<file path="config.mk">
export PLATFORM = sky130hd
export DESIGN_NAME = mem_access_unit
export DESIGN_NICKNAME = d
export VERILOG_FILES = /design/src/rtl/mem_access_unit.sv
export SDC_FILE = /design/constraint.sdc
export NUM_CORES = 1
export LEC_CHECK = 0
export BUFFER_PORTS_ARGS = -buffer_cell sky130_fd_sc_hd__buf_2
export CAP_MARGIN = 40
export CORE_MARGIN = 4
export CORE_UTILIZATION = 40
export CTS_BUF_LIST = sky130_fd_sc_hd__clkbuf_8
export CTS_CLUSTER_DIAMETER = 40
export DETAILED_ROUTE_END_ITERATION = 6
export PLACE_DENSITY = 0.68
export SYNTH_ARGS = -nofsm -noshare
export SYNTH_HDL_FRONTEND = slang
export SYNTH_SLANG_ARGS = --single-unit
</file>
<file path="constraint.sdc">
create_clock -name clk -period 4.1 [get_ports clk]
set_input_delay 0.82 -clock clk [delete_from_list [all_inputs] [get_ports clk]]
set_output_delay 0.82 -clock clk [all_outputs]
set_load 0.02 [all_outputs]
</file>
<file path="src/rtl/mem_access_unit.sv">
// mem_access_unit: MEM-stage load/store controller driving a req/ack data bus,
// stalling the pipeline and returning aligned, extended load data.
module mem_access_unit #(
  parameter int TIMEOUT = 255
) (
  input  logic        clk,
  input  logic        rst,
  input  logic        mem_read_i,
  input  logic        mem_write_i,
  input  logic [1:0]  mem_size_i,
  input  logic        mem_unsigned_i,
  input  logic [31:0] addr_i,
  input  logic [31:0] wdata_i,
  output logic        bus_req_o,
  output logic        bus_we_o,
  output logic [31:0] bus_addr_o,
  output logic [3:0]  bus_be_o,
  output logic [31:0] bus_wdata_o,
  input  logic        bus_ack_i,
  input  logic [31:0] bus_rdata_i,
  output logic        mem_stall_o,
  output logic        mem_flush_o,
  output logic        access_err_o,
  output logic [31:0] load_data_o
);
  typedef enum logic [1:0] {IDLE, BUSY, DONE, ERR} state_t;
  state_t      state_q, state_d;
  logic [7:0]  cnt_q, cnt_d;
  logic        we_q, we_d, uns_q, uns_d;
  logic [31:0] addr_q, addr_d, wdata_q, wdata_d, ld_q, ld_d;
  logic [3:0]  be_q, be_d;
  logic [1:0]  lo_q, lo_d, size_q, size_d;
  logic        access, illegal;
  logic [3:0]  be_n;
  logic [31:0] wd_n, lane, ext;
  assign access  = mem_read_i | mem_write_i;
  assign illegal = (mem_read_i & mem_write_i) | (mem_size_i == 2'b11) |
                   ((mem_size_i == 2'b01) & addr_i[0]) |
                   ((mem_size_i == 2'b10) & (|addr_i[1:0]));
  assign be_n = mem_size_i == 2'b00 ? 4'b0001 << addr_i[1:0] :
                mem_size_i == 2'b01 ? (addr_i[1] ? 4'b1100 : 4'b0011) : 4'b1111;
  assign wd_n = mem_size_i == 2'b00 ? {4{wdata_i[7:0]}} :
                mem_size_i == 2'b01 ? {2{wdata_i[15:0]}} : wdata_i;
  assign lane = bus_rdata_i >> {lo_q, 3'b000};
  assign ext  = size_q == 2'b00 ? {{24{~uns_q & lane[7]}}, lane[7:0]} :
                size_q == 2'b01 ? {{16{~uns_q & lane[15]}}, lane[15:0]} : lane;
  always_comb begin
    state_d     = state_q;
    cnt_d       = cnt_q;
    we_d        = we_q;
    uns_d       = uns_q;
    addr_d      = addr_q;
    wdata_d     = wdata_q;
    be_d        = be_q;
    lo_d        = lo_q;
    size_d      = size_q;
    ld_d        = ld_q;
    mem_stall_o = 1'b0;
    case (state_q)
      IDLE: if (access) begin
        if (illegal) begin
          state_d = ERR;
          ld_d    = '0;
        end else begin
          state_d     = BUSY;
          mem_stall_o = 1'b1;
          cnt_d       = '0;
          we_d        = mem_write_i;
          uns_d       = mem_unsigned_i;
          addr_d      = {addr_i[31:2], 2'b00};
          wdata_d     = wd_n;
          be_d        = be_n;
          lo_d        = addr_i[1:0];
          size_d      = mem_size_i;
        end
      end
      BUSY: begin
        mem_stall_o = 1'b1;
        cnt_d       = cnt_q == 8'hFF ? cnt_q : cnt_q + 8'd1;
        if (bus_ack_i) begin
          state_d = DONE;
          ld_d    = we_q ? '0 : ext;
        end else if (cnt_q == 8'(TIMEOUT - 1)) begin
          state_d = ERR;
          ld_d    = '0;
        end
      end
      default: state_d = IDLE;
    endcase
  end
  always_ff @(posedge clk) begin
    if (rst) begin
      state_q <= IDLE;
      cnt_q   <= '0;
      we_q    <= 1'b0;
      uns_q   <= 1'b0;
      addr_q  <= '0;
      wdata_q <= '0;
      be_q    <= '0;
      lo_q    <= '0;
      size_q  <= '0;
      ld_q    <= '0;
    end else begin
      state_q <= state_d;
      cnt_q   <= cnt_d;
      we_q    <= we_d;
      uns_q   <= uns_d;
      addr_q  <= addr_d;
      wdata_q <= wdata_d;
      be_q    <= be_d;
      lo_q    <= lo_d;
      size_q  <= size_d;
      ld_q    <= ld_d;
    end
  end
  assign bus_req_o    = state_q == BUSY;
  assign bus_we_o     = we_q;
  assign bus_addr_o   = addr_q;
  assign bus_be_o     = be_q;
  assign bus_wdata_o  = wdata_q;
  assign load_data_o  = ld_q;
  assign mem_flush_o  = state_q == ERR;
  assign access_err_o = state_q == ERR;
endmodule

</file>
# After elaboration in Yosys (flattened, before gate mapping)
# Index checks and enable logic that the tools add are counted.
[op_classes]
n_addsub = 1
multipliers = 0
div = 0
n_lt_le_gt_ge = 0
n_eq_ne = 13
shifts = 2
n_mux = 25
bitwise = 11
reduce_logical = 9
[op_table]
columns = ["op", "count"]
rows = [
  ["$mux W32", 9],
  ["$pmux W32 S2", 1],
  ["$shr A32 B5 Y32", 1],
  ["$mux W8", 3],
  ["$eq A8 B8 Y1 const B", 2],
  ["$pmux W8 S2", 1],
  ["$mux W4", 3],
  ["$add A8 B1 Y8 const B", 1],
  ["$mux W2", 4],
  ["$ne A2 B2 Y1 const B", 4],
  ["$reduce_and A4 Y1", 2],
  ["$eq A2 B1 Y1 const B", 3],
  ["$eq A2 B2 Y1 const B", 3],
  ["$logic_not A2 Y1", 3],
  ["$and A1 B1 Y1", 5],
  ["$or A1 B1 Y1", 4],
  ["$pmux W2 S2", 1],
  ["$shl A1 B2 Y4 const A", 1],
  ["$ne A3 B1 Y1 const B", 1],
  ["$reduce_and A3 Y1", 1],
  ["$mux W1", 2],
  ["$not A1 Y1", 2],
  ["$pmux W1 S2", 1],
  ["$reduce_and A2 Y1", 1],
  ["2 further kinds", 2],
]
[word_totals]
reg_bits = 114
latch_bits = 0
mem_bits_rw = 0
mem_bits_ro = 0
input_bits = 104
output_inout_bits = 105
mem_count = 0

# Longest topological paths before layout
[logic_depth]
ltp_word = 7
mapped_depth = 7

# Worst setup path after synthesis
# OpenSTA, ideal clock, no wires.
[synth_path]
path_type = "input -> output"
startpoint = "input port mem_size_i[1]"
endpoint = "output port mem_stall_o"
arrival_ns = 1.899
required_ns = 3.280
slack_ns = 1.381
path_stages = 6
path_cell_list = "buf_2 -> a21oi_2 -> o211ai_2 -> buf_2 -> buf_2 -> o21ai_0"
[synth_via]
elab_chain_len = 7
word_cells_on_any_way = 11
[synth_rtl]
columns = ["element", "line", "source"]
rows = [
  ["from (decl)", "10", "input logic [1:0] mem_size_i,"],
  ["$eq A2 B2 Y1 / $eq A2 B1 Y1 (equally long branches)", "37, 38", ""],
  ["$or A1 B1 Y1 / $and A1 B1 Y1 (equally long branches)", "37, 38", ""],
  ["$or A1 B1 Y1", "37", "assign illegal = (mem_read_i & mem_write_i) | (mem_size_i == 2'b11) |"],
  ["$or A1 B1 Y1 *", "38", "((mem_size_i == 2'b01) & addr_i[0]) |"],
  ["$mux W1 *", "61", "if (illegal) begin"],
  ["$mux W1 *", "60", "IDLE: if (access) begin"],
  ["$pmux W1 S2 *", "59", "case (state_q)"],
  ["to (decl)", "21", "output logic mem_stall_o,"],
]
# Mark *: on every way between the ends. The rest lies on a longest branch, timed or not.

# Worst setup path in the final report
[layout_path]
startpoint = "input port mem_size_i[0]"
endpoint = "output port mem_stall_o"
# The elaborated chain is that of the path after synthesis.

==> Implementation_results.wiki <==
{| class="wikitable"
! Metric !! Value
|-
| Mapped Area || 0.005371 mm2
|-
| Port buffer count || 206
|-
| Portion of total power attributed to combinational logic || 19.1%
|-
| Antenna violations before repair || 0
|-
| Distinct cell type count of the synthesized netlist || between 50 and 60
|-
| Internal Pwr Total || between 0.0015 and 0.002 W
|-
| Synth-to-Final Area Change || 27.74%
|-
| Launch point of the worst reg-to-reg path || lo_q[0]
|-
| Status || complete, no violations
|-
| Total negative slack for setup checks || 0 ps
|-
| Minimum clock period || 2759 ps
|-
| Placer's final routability congestion estimate || between 0.8 and 0.9
|-
| Total Power || around 0.0028 W
|-
| Slew Limit Fails || 0
|-
| Startpoint class of the critical path || input port
|-
| Fill cell count || 1,277
|-
| Post-route ant nets || 0
|-
| Detailed-route wire length per cell || 15.81 um
|-
| Leakage dissipation || between 2 and 3 nW
|-
| Number of storage elements in the synthesis netlist || 114
|-
| Sequential Power Share || a little over two fifths
|-
| Core Footprint || approximately 0.013 mm2
|-
| Total area of sequential cells || approximately 0.0023 mm2
|-
| Global-route wire length before repair || 24.34 mm
|-
| Vias per Instance || approximately 5.1
|-
| Vertical extent of the die || 123.9 um
|-
| Via Count || 5,173
|-
| Final standard cell utilization of the core || 52.02%
|-
| Clock power share || 37.9%
|-
| Post_cts resized || 0
|-
| Setup repair after global routing missed its margin || false
|-
| Post-Synthesis Cells || roughly 640
|-
| FMAX || around 0.36 GHz
|-
| Worst reg2reg endpoint || load_data_o[15]
|-
| Most used cells in the layout excluding fill and tap cells || 205 x sky130_fd_sc_hd__buf_2, 147 x sky130_fd_sc_hd__nand2_1, 114 x sky130_fd_sc_hd__dfxtp_1
|-
| Layout Nets || just over 900
|-
| Relative max-transition margin || 46.51%
|-
| Yosys warning total || 0
|-
| Width of the die || ~120 um
|-
| R2R Setup Slk || 2050 ps
|-
| Count of routing violations after the opening detailed-route iteration || 424
|-
| Maximum number of pins on one net before global-route repair || 67
|-
| Startpoint of the most critical setup path || mem_size_i[0]
|-
| Proportion of layout cells with a drive suffix above 1 || 32.17%
|-
| Clock buffer count from CTS || 17
|-
| Number of DRC violations after detailed routing || 0
|-
| Die Footprint || 0.01535 mm2
|-
| Worst setup EP type || output pin
|-
| Smallest hold slack || 452.0 ps
|-
| Max Clock Skew || approximately 16 ps
|-
| Worst Reg-to-Reg Cells || 5
|-
| Data required time at the worst endpoint || 3280 ps
|-
| Half-perimeter wire length after detailed placement || 11.22 mm
|-
| Commonest non-fill, non-tap cell in the layout || sky130_fd_sc_hd__buf_2
|-
| Clock-pin slew on the worst setup and hold paths || approximately 70 ps
|-
| Residual overflow from global routing || 0
|-
| Mean instance size in the synthesized netlist || about 8.4 um2
|-
| Clock net sink count || 114
|-
| Endpoint of the worst setup timing path || mem_stall_o
|-
| FP Rows || 42
|-
| Max capacitance violation total || 0
|-
| Ant. Diodes || 0
|-
| Clock tree from TritonCTS || done
|-
| Vias in the first global route || roughly 4,800
|-
| Tightest Hold Check Type || reg -> reg
|-
| Most instantiated flip-flop cell in the synthesis netlist || sky130_fd_sc_hd__dfxtp_1
|-
| Clock buffer depth || 2
|-
| Overall Global Routing Usage || about a fifth
|-
| Kind of critical path || in -> out
|-
| Final hold vios || 0
|-
| Fraction of the yosys area taken by sequential cells || 42.49%
|-
| Drt pass-1 iters || 4
|-
| Share of flip-flops with an asynchronous set or reset after synthesis || 0%
|-
| Arrival time of the worst setup path || 1940 ps
|-
| Number of synthesized flops with an enable pin || 0
|-
| Wirelength, routed || roughly 16 mm
|-
| Footprint of the multi-input gates || 0.002765 mm2
|-
| Proportion of total power due to net switching || 29.73%
|-
| Worst vdd ir || 0.2086 mV
|-
| Setup-violating endpoint count in the final report || 0
|-
| Worst-margin pin slew || 800.4 ps
|-
| Net switching power of the design || 0.0008429 W
|-
| Post-CTS setup repair buffer count || 0
|-
| CTS H-Tree Depth || 4
|-
| Initial cell density of the core || 40.72%
|-
| Io pins || 209
|-
| Worst-path maximum fanout || 22
|-
| Insertion delay of the later-clocked pin in the worst-skew pair || 440 ps
|-
| Share of the cycle needed by the critical path after routing || 67.30%
|-
| Root Driver || sky130_fd_sc_hd__clkbuf_8
|-
| Power density cells || 413.3 mW/mm2
|-
| Hold_buf cts || 0
|}
[how the worst min path moves through the flow]
stage	startpoint	endpoint	slack, ps	cells past startpoint
4_1_cts	bus_addr_o[19]	bus_addr_o[19]	450	2
3_5_place_dp	bus_addr_o[19]	bus_addr_o[19]	440	2
6_report	bus_addr_o[19]	bus_addr_o[19]	450	2
2_1_floorplan	uns_q	uns_q	440	2
5_1_grt	bus_wdata_o[28]	bus_wdata_o[28]	470	2
3_3_place_gp	bus_addr_o[14]	bus_addr_o[14]	440	2
[critical path: stages]
cell and delay, ps:
sky130_fd_sc_hd__buf_2 250, sky130_fd_sc_hd__nor3_2 470, sky130_fd_sc_hd__o211ai_4 110, sky130_fd_sc_hd__o21ai_0 80, sky130_fd_sc_hd__buf_2 200
[synthesized netlist by cell type, types with 2 or more instances]
cell | n | share of area [%]
sky130_fd_sc_hd__o32ai_2 | 2 | 0.61
sky130_fd_sc_hd__clkbuf_1 | 23 | 1.6
sky130_fd_sc_hd__a22o_1 | 8 | 1.3
sky130_fd_sc_hd__a311oi_1 | 8 | 1.3
sky130_fd_sc_hd__a21boi_0 | 9 | 1.3
sky130_fd_sc_hd__a21o_1 | 4 | 0.56
sky130_fd_sc_hd__nor2b_1 | 11 | 1.3
sky130_fd_sc_hd__or3_1 | 6 | 0.70
sky130_fd_sc_hd__nand2b_1 | 2 | 0.23
sky130_fd_sc_hd__o32ai_1 | 15 | 2.4
sky130_fd_sc_hd__a21oi_1 | 67 | 6.2
sky130_fd_sc_hd__o21ai_0 | 41 | 3.8
sky130_fd_sc_hd__buf_2 | 14 | 1.3
sky130_fd_sc_hd__a211oi_2 | 11 | 2.6
sky130_fd_sc_hd__dfxtp_1 | 114 | 42
sky130_fd_sc_hd__ha_1 | 2 | 0.47
sky130_fd_sc_hd__buf_6 | 4 | 0.84
sky130_fd_sc_hd__inv_1 | 15 | 1.0
sky130_fd_sc_hd__a211oi_1 | 11 | 1.5
sky130_fd_sc_hd__nor3b_1 | 2 | 0.28
sky130_fd_sc_hd__mux2i_1 | 38 | 7.1
sky130_fd_sc_hd__nand2_1 | 147 | 10
sky130_fd_sc_hd__a211o_1 | 7 | 1.1
sky130_fd_sc_hd__buf_4 | 11 | 1.5
sky130_fd_sc_hd__nor2_1 | 24 | 1.7
sky130_fd_sc_hd__nand3_1 | 11 | 1.0
sky130_fd_sc_hd__nor3_1 | 3 | 0.28
sky130_fd_sc_hd__o2111ai_1 | 2 | 0.33
[metrics by stage]
stage,instance area [um2],worst slack [ps],cells
final,6862,1341,1009
after global routing,6862,1207,1009
after CTS,6862,1332,1009
after detailed placement,6460,1216,979
after global placement,6417,1236,977
after floorplan,5375,1381,640
[registers in the layout, summed over array words and instances, names as in the netlist]
name	flops
bus_addr_o	30
bus_be_o	4
bus_wdata_o	32
bus_we_o	1
cnt_q	8
lo_q	2
load_data_o	32
size_q	2
state_q	2
uns_q	1
[kinds of logic (layout without fill, tap and decap cells)]
| kind of cell | Yosys count | count (layout) | synth area share [%] |
|---|---|---|---|
| flops | 114 | 114 | 42.49 |
| simple gates | 218 | 218 | 17.63 |
| xor+xnor | 1 | 1 | 0.1631 |
| mux | 39 | 39 | 7.291 |
| compound gates | 196 | 196 | 25.48 |
| fa+ha+maj | 2 | 2 | 0.4658 |
| other cells | 1 | 2 | 0.06981 |
| buf+inv | 68 | 261 | 6.406 |
[power groups by stage]
stage / clock network (W) / registers (W) / logic [W]
global placement: 0 / 0.00124 / 0.000533
CTS: 0.00111 / 0.00122 / 0.000546
global route: 0.00116 / 0.00122 / 0.000596
finish: 0.00108 / 0.00122 / 0.000543
detailed placement: 0 / 0.00124 / 0.000544
floorplan: 0 / 0.00131 / 0.000288
[layer usage]
layer / GRT usage [%] / wire [um]
met1: 26.69 / 7142
met2: 30.38 / 7233
met3: 7.539 / 1426
met4: 7.820 / 149
met5: 0 / 0
[area by class of cell]
cell class / instances / share of cell area (%)
Tap cell: 176 / 3.209
Sequential cell: 114 / 33.26
Multi-Input combinational cell: 458 / 40.30
Inverter: 15 / 0.8206
Clock buffer: 19 / 3.811
Timing Repair Buffer: 216 / 16.56
Clock inverter: 11 / 2.042
No activity file was read; power rests on OpenSTA's default activity.
